==> src/rtl/pc_sequencer_pkg.sv <==
// Shared constants, action encoding and helpers for the PIC-style program counter sequencer.
// Optional feature macro: PC_SEQUENCER_STACK_FLAGS_EN (sticky stack overflow/underflow flags).
package pc_sequencer_pkg;

  localparam int unsigned DEF_PC_W        = 13;
  localparam int unsigned DEF_JADDR_W     = 11;
  localparam int unsigned DEF_PCLATH_W    = 5;
  localparam int unsigned DEF_STACK_DEPTH = 8;
  localparam int unsigned DEF_INT_VECTOR  = 4;
  localparam int unsigned RESET_VECTOR    = 0;

  // One PC action per cycle, listed in decreasing priority.
  typedef enum logic [2:0] {
    OP_HOLD,
    OP_INT,
    OP_CALL,
    OP_GOTO,
    OP_RET,
    OP_PCL,
    OP_SKIP,
    OP_INCR
  } pc_op_e;

  function automatic int unsigned clog2(input int unsigned value);
    int unsigned r;
    int unsigned v;
    r = 0;
    v = (value > 0) ? value - 1 : 0;
    while (v > 0) begin
      r++;
      v = v >> 1;
    end
    return r;
  endfunction

endpackage

==> src/rtl/pc_return_stack.sv <==
// Circular hardware return stack with level tracking; wraps like the PIC16F stack.
// Sticky ovf/unf flags exist only when PC_SEQUENCER_STACK_FLAGS_EN is defined.
module pc_return_stack
  import pc_sequencer_pkg::*;
#(
  parameter int unsigned PC_W        = DEF_PC_W,
  parameter int unsigned STACK_DEPTH = DEF_STACK_DEPTH
) (
  input  logic                          clk,
  input  logic                          rst,
  input  logic                          push,
  input  logic                          pop,
  input  logic [PC_W-1:0]               din,
  output logic [PC_W-1:0]               tos,
  output logic [clog2(STACK_DEPTH):0]   level,
  output logic                          ovf,
  output logic                          unf,
  input  logic                          err_clr
);

  localparam int unsigned SP_W  = clog2(STACK_DEPTH);
  localparam int unsigned LVL_W = SP_W + 1;

  logic [PC_W-1:0]  mem [STACK_DEPTH];
  logic [SP_W-1:0]  sp;
  logic [LVL_W-1:0] lvl;
  logic             full;
  logic             empty;

  assign full  = (lvl == LVL_W'(STACK_DEPTH));
  assign empty = (lvl == '0);
  assign tos   = mem[sp - SP_W'(1)];
  assign level = lvl;

  always_ff @(posedge clk) begin
    if (push) mem[sp] <= din;
  end

  // sp always moves (circular); only the level saturates at 0 and DEPTH.
  always_ff @(posedge clk or posedge rst) begin
    if (rst) begin
      sp  <= '0;
      lvl <= '0;
    end else if (push) begin
      sp <= sp + SP_W'(1);
      if (!full) lvl <= lvl + LVL_W'(1);
    end else if (pop) begin
      sp <= sp - SP_W'(1);
      if (!empty) lvl <= lvl - LVL_W'(1);
    end
  end

`ifdef PC_SEQUENCER_STACK_FLAGS_EN
  always_ff @(posedge clk or posedge rst) begin
    if (rst) begin
      ovf <= 1'b0;
      unf <= 1'b0;
    end else begin
      if (push && full)               ovf <= 1'b1;
      else if (err_clr)               ovf <= 1'b0;
      if (pop && !push && empty)      unf <= 1'b1;
      else if (err_clr)               unf <= 1'b0;
    end
  end
`else
  logic unused_err_clr;
  assign unused_err_clr = err_clr;
  assign ovf = 1'b0;
  assign unf = 1'b0;
`endif

endmodule

==> src/rtl/pc_sequencer.sv <==
// Program counter, PCLATH register and priority action mux in front of the return stack.
// Optional feature macro: PC_SEQUENCER_STACK_FLAGS_EN (enables stack_ovf/stack_unf/stack_err_clr).
module pc_sequencer
  import pc_sequencer_pkg::*;
#(
  parameter int unsigned PC_W        = DEF_PC_W,
  parameter int unsigned JADDR_W     = DEF_JADDR_W,
  parameter int unsigned PCLATH_W    = DEF_PCLATH_W,
  parameter int unsigned STACK_DEPTH = DEF_STACK_DEPTH,
  parameter int unsigned INT_VECTOR  = DEF_INT_VECTOR
) (
  input  logic                          clk,
  input  logic                          rst,
  input  logic                          pc_incr_en,
  input  logic                          pc_skip_en,
  input  logic                          pc_j_en,
  input  logic                          pc_j_and_push_en,
  input  logic                          pc_j_by_pop_en,
  input  logic                          pc_int_en,
  input  logic [JADDR_W-1:0]            pc_j_addr,
  input  logic                          pclath_wr_en,
  input  logic [PCLATH_W-1:0]           pclath_in,
  input  logic                          pcl_wr_en,
  input  logic [7:0]                    pcl_in,
  output logic [PC_W-1:0]               pc_out,
  output logic [PCLATH_W-1:0]           pclath_out,
  output logic [clog2(STACK_DEPTH):0]   stack_level,
  output logic                          stack_ovf,
  output logic                          stack_unf,
  input  logic                          stack_err_clr
);

  localparam int unsigned HI_W = PC_W - JADDR_W;

  logic [PC_W-1:0]     pc_q;
  logic [PC_W-1:0]     pc_d;
  logic [PC_W-1:0]     tos;
  logic [PC_W-1:0]     goto_addr;
  logic [PC_W-1:0]     pcl_addr;
  logic [PCLATH_W-1:0] pclath_q;
  logic                push;
  logic                pop;
  pc_op_e              op;

  // Jump targets use the registered PCLATH, so a same-cycle PCLATH write takes effect later.
  assign goto_addr = {pclath_q[PCLATH_W-1 -: HI_W], pc_j_addr};
  assign pcl_addr  = {pclath_q[PC_W-9:0], pcl_in};

  always_comb begin
    op = OP_HOLD;
    if      (pc_int_en)        op = OP_INT;
    else if (pc_j_and_push_en) op = OP_CALL;
    else if (pc_j_en)          op = OP_GOTO;
    else if (pc_j_by_pop_en)   op = OP_RET;
    else if (pcl_wr_en)        op = OP_PCL;
    else if (pc_skip_en)       op = OP_SKIP;
    else if (pc_incr_en)       op = OP_INCR;
  end

  always_comb begin
    pc_d = pc_q;
    push = 1'b0;
    pop  = 1'b0;
    case (op)
      OP_INT:  begin pc_d = PC_W'(INT_VECTOR); push = 1'b1; end
      OP_CALL: begin pc_d = goto_addr;         push = 1'b1; end
      OP_GOTO: pc_d = goto_addr;
      OP_RET:  begin pc_d = tos;               pop  = 1'b1; end
      OP_PCL:  pc_d = pcl_addr;
      OP_SKIP: pc_d = pc_q + PC_W'(2);
      OP_INCR: pc_d = pc_q + PC_W'(1);
      default: pc_d = pc_q;
    endcase
  end

  always_ff @(posedge clk or posedge rst) begin
    if (rst) begin
      pc_q     <= PC_W'(RESET_VECTOR);
      pclath_q <= '0;
    end else begin
      pc_q <= pc_d;
      if (pclath_wr_en) pclath_q <= pclath_in;
    end
  end

  assign pc_out     = pc_q;
  assign pclath_out = pclath_q;

  pc_return_stack #(
    .PC_W        (PC_W),
    .STACK_DEPTH (STACK_DEPTH)
  ) u_stack (
    .clk     (clk),
    .rst     (rst),
    .push    (push),
    .pop     (pop),
    .din     (pc_q),
    .tos     (tos),
    .level   (stack_level),
    .ovf     (stack_ovf),
    .unf     (stack_unf),
    .err_clr (stack_err_clr)
  );

endmodule

==> config.mk <==
export PLATFORM = sky130hd
export DESIGN_NAME = pc_sequencer
export DESIGN_NICKNAME = d
export VERILOG_FILES = /design/src/rtl/pc_sequencer_pkg.sv /design/src/rtl/pc_return_stack.sv /design/src/rtl/pc_sequencer.sv
export SDC_FILE = /design/constraint.sdc
export NUM_CORES = 1
export LEC_CHECK = 0
export CORE_MARGIN = 2
export CORE_UTILIZATION = 25
export DETAILED_ROUTE_END_ITERATION = 8
export GPL_TIMING_DRIVEN = 1
export PLACE_DENSITY_LB_ADDON = 0.3
export SYNTH_ARGS = -nofsm -noshare
export SYNTH_HDL_FRONTEND = slang
export SYNTH_HIERARCHICAL = 1
export SYNTH_SLANG_ARGS = --single-unit
==> constraint.sdc <==
create_clock -name clk -period 5.5 [get_ports clk]
set_clock_uncertainty 0.05 [all_clocks]
set_input_delay 0.55 -clock clk [delete_from_list [all_inputs] [get_ports clk]]
set_output_delay 0.55 -clock clk [all_outputs]
set_load 0.03 [all_outputs]
==> results <==
- The per-cell via count in the routed design is about 4.8.
- The H-tree depth reported by CTS is 4.
- The buffering stage count on the worst path with inverters included is 2.
- In this run the power spent charging and discharging nets is between 1 and 1.5 mW.
- The routability congestion estimate is ~0.88.
- The all-layer global routing usage is roughly an eighth.
- The sequential element share of the synthesized area is a little over three fifths.
- The repair_antennas step left the layout with diodes totalling 0.
- The via count is 3,710.
- The minimum clock period is between 3 and 4 ns.
- The total grt overflow is 0.
- The maximum fanout count along the critical path is 16.
- The fmax is between 0.3 and 0.4 GHz.
- The final-stage net count is ~490.
- The post-route DRC violation count is 0.
- The final hold violation count is 0.
- The effective utilization at floorplan is around 25%.
- The run finished with clean final reports.
- edfxtp_1 takes more of the synthesized area than any other cell.
- The endpoint identified for the worst register-to-register timing path is pc_out[2].
- For the pin with the worst max-slew slack, the measured transition is slightly above 1 ns.
- The area growth from synthesis to layout is 24.3%.
- The post-route netlist has 21.5% of its cells at a drive strength greater than 1.
- After synthesis the cells add up to about 5900 µm².
- The floorplan die height is between 150 and 200 µm.
- Summed over all layers, the routed wires come to around 15,000 µm.
- In the final timing run, aggregate negative setup slack is 0 ns.
- Clock tree synthesis inserted a total of 17 buffers.
- Wire segments on met2 add up to approximately 7300 µm in the final route.
- Of all flip-flops after synthesis, the portion carrying an async set or reset was roughly a fifth.
- Input and output buffers added on the ports amount to between 50 and 60.
- The die covers approximately 25,000 µm².
- The clock transition at the registers of the reported paths is roughly 0.060 ns.
- Setup repair after global routing left no endpoint under its margin.
- The largest incremental delay on the critical path is approximately 0.84 ns.
- The area of the core is 23,400 µm².
- The number of antenna violations at the first check in global routing came to 0.
- The number of pins with negative max-slew slack in the final report is 0.
- Clock tree synthesis selected as its root buffer the cell clkbuf_16.
- In the finished design, the share of the clock period the worst path needs comes to about 58%.
- After clock tree synthesis, the flow added hold-fix buffers numbering 0.
- The leading register cell type out of synthesis is edfxtp_1.
- The power share of the clock group is a little over a quarter.
- TritonCTS built the clock tree.
- Counting flops with a built-in enable in the synthesized netlist gives 104.
- The data arrival time at the worst-slack endpoint is approximately 3.4 ns.
- Summed over all nets, wire length on met3 after detailed routing comes to between 800 and 900 µm.
- STA puts the critical path data required time at around 5.7 ns.
- The number of primary I/O pins is 59.
- The number of cells produced by synthesis is 380.
- The number of max-capacitance violations reported is 0.
- For this block, the initial DRC count from the detailed router was between 300 and 400.
- The largest net degree at the start of global routing is 33.
- In this run the power density over the cells is 509 nW/µm².
- The uppermost signal routing layer after detailed routing is met4.
- The worst register-to-register path has a depth of 9.
- Across the VDD grid, the largest voltage drop is approximately 290 µV.
- The post-CTS setup repair buffer count is 0.
- Yosys attributes the largest share of cell area to edfxtp_1 53%, dfrtp_1 11%, mux4_2 10%.
- The internal power component is between 2 and 3 mW.
- The portion of total power attributed to sequential cells is a little under two fifths.
- The worst setup path is captured at a register.
- The clock drives approximately 130 sinks.
- The number of storage elements in the synthesis netlist is between 100 and 150.
- Combinational logic burns around a third of the power.
- For this run, the number of Yosys warnings is 6.
- From left edge to right edge, the die measures 158 µm.
- Summed over all cells, the static leakage comes to between 2 and 2.5 nW.
- The signal on the critical path passes through inv_1, ha_1, buf_4, mux4_2, mux2_2, a22oi_1, o311a_1, o211a_1, a21oi_1.
- The maximum buffer depth of the clock tree is 2.
- At the later pin of the worst-skew pair, clock insertion delay measures 0.42 ns.
- For this block, wires on met1 add up to roughly 6700 µm.
- The netlist uses slightly above 60 different library cells.
- Cells fill between 30% and 40% of the core in the end.
- The floorplan has between 50 and 60 rows.
- The relative max-transition margin is between 30% and 40%.
- Once detail routing completed, the nets flagged for antenna violations numbered 0.
- The top cell type by area accounts for 52.7% of the synthesized area.
- The via count of the first global-routing pass is a little under 4,000.
- The path class of the tightest hold or removal check is in2async.
- Setup slack on the worst reg-to-reg path comes out at 2.33 ns.
- Grouping stages by cell kind, the critical path spends the most delay in adder cells.
- The post-cts repair resize count is 0.
- The launching point of the worst reg2reg path is u_stack/sp[1].
- The first global-routing pass estimated approximately 23,000 µm of wire.
- Dividing the detail-routed wire length by the instance count gives between 15 and 20 µm.
- The post-synthesis average cell area is ~16 µm².
- The worst setup path category is reg2reg.
- The switching power as a share of total power is around 32%.
- The worst-path cell with the longest stage delay is ha_1.
- Setup violations remaining at the end of the flow were counted as 0.
- The detailed-router iteration count before antenna repair is 5.
- The element type at the critical path start is a register.
- Summed over all nets, the half-perimeter wirelength after detailed placement is slightly above 10,000 µm.
## placed cells by master (no fill, tap or decap), types with 8 or more instances in the layout
cell             count
a21oi_1              8
edfxtp_1           104
dfrtp_1             24
inv_1               11
mux4_2              27
nand3_1             10
buf_4                9
clkdlybuf4s50_1     55
o21ai_0             13
mux2_2              19
clkbuf_16           17
nor2_1              16
nand2_1             22
## cells by family (layout without fill, tap and decap cells)
kind of cell / Yosys count / count (layout) / synth area share, %
AND/OR/NAND/NOR: 91 / 91 / 8.25
XOR/XNOR: 12 / 12 / 1.77
buffers and inverters: 28 / 107 / 2.95
multiplexers: 48 / 48 / 14.2
AO/OA/AOI/OAI: 64 / 64 / 7.91
other: 1 / 2 / 0.0633
adder cells (fa/ha/maj): 7 / 7 / 1.60
flip-flops: 129 / 129 / 63.2
## per-stage QoR
step | hold slack [ns] | worst slack, ns | instance area, µm² | instances | total power [mW]
after floorplan | 0.303 | 2.85 | 5930 | 381 | 2.36
after global placement | 0.459 | 2.30 | 6840 | 747 | 2.75
after detailed placement | 0.465 | 2.30 | 6840 | 747 | 2.79
after CTS | 0.343 | 2.28 | 7370 | 779 | 3.80
after global routing | 0.355 | 2.14 | 7370 | 779 | 3.95
final | 0.349 | 2.33 | 7370 | 779 | 3.75
## flip-flops by register name, indices dropped and copies added (netlist names)
register       flops
pc_out            13
u_stack/sp         3
pclath_out         5
u_stack/mem      104
u_stack/level      4
## metal layers
layer	global-route usage (%)	up-vias
met3	4.00	24
met2	20.3	136
li1	-	1661
met1	16.7	1889
met5	0	-
met4	4.68	0
## how the worst max path moves through the flow
stage / from / to / slack (ns) / cells past startpoint
3_3_place_gp: u_stack/sp[1] / pc_out[2] / 2.30 / 9
2_1_floorplan: pc_j_and_push_en / u_stack/mem[0][0] / 2.85 / 5
5_1_grt: u_stack/sp[1] / pc_out[2] / 2.14 / 9
4_1_cts: u_stack/sp[1] / pc_out[2] / 2.28 / 9
3_5_place_dp: u_stack/sp[1] / pc_out[2] / 2.30 / 9
6_report: u_stack/sp[1] / pc_out[2] / 2.33 / 9
## worst reg2reg max path, delay by kind of cell (launching register included)
family	cells	cell delay, ns
flip-flops	1	0.53
adder cells (fa/ha/maj)	1	0.84
buffers and inverters	2	0.43
AO/OA/AOI/OAI	4	0.59
multiplexers	2	0.61
## cells in the mapped netlist (3+ instances only)
library cell,n
nand3_1,10
mux4_2,27
nand2_1,22
a22oi_1,3
a21oi_1,8
mux2_2,19
buf_2,6
nor3_1,9
inv_1,11
nand2b_1,4
nor2_1,19
a222oi_1,7
a31oi_1,3
ha_1,6
or3_1,4
clkbuf_1,3
xor2_1,5
o21ai_0,13
o211ai_1,7
edfxtp_1,104
buf_6,3
nor4_1,6
xnor2_1,7
dfrtp_1,25
## power groups by stage
stage	sequential (mW)	combinational (mW)	clock (mW)
5_1_grt	1.47	1.41	1.07
4_1_cts	1.45	1.33	1.03
3_5_place_dp	1.46	1.33	0
6_report	1.44	1.30	1.01
2_1_floorplan	1.48	0.885	0
3_3_place_gp	1.44	1.31	0
## final cells by class
class | count | area, µm²
clock buffer | 17 | 425
sequential | 129 | 3750
timing repair buffer | 64 | 618
fill | 2353 | 16000
clock inverter | 15 | 101
multi-input combinational | 224 | 2030
tap | 319 | 399
inverter | 11 | 41.3
Power figures use the tool's default switching activity.
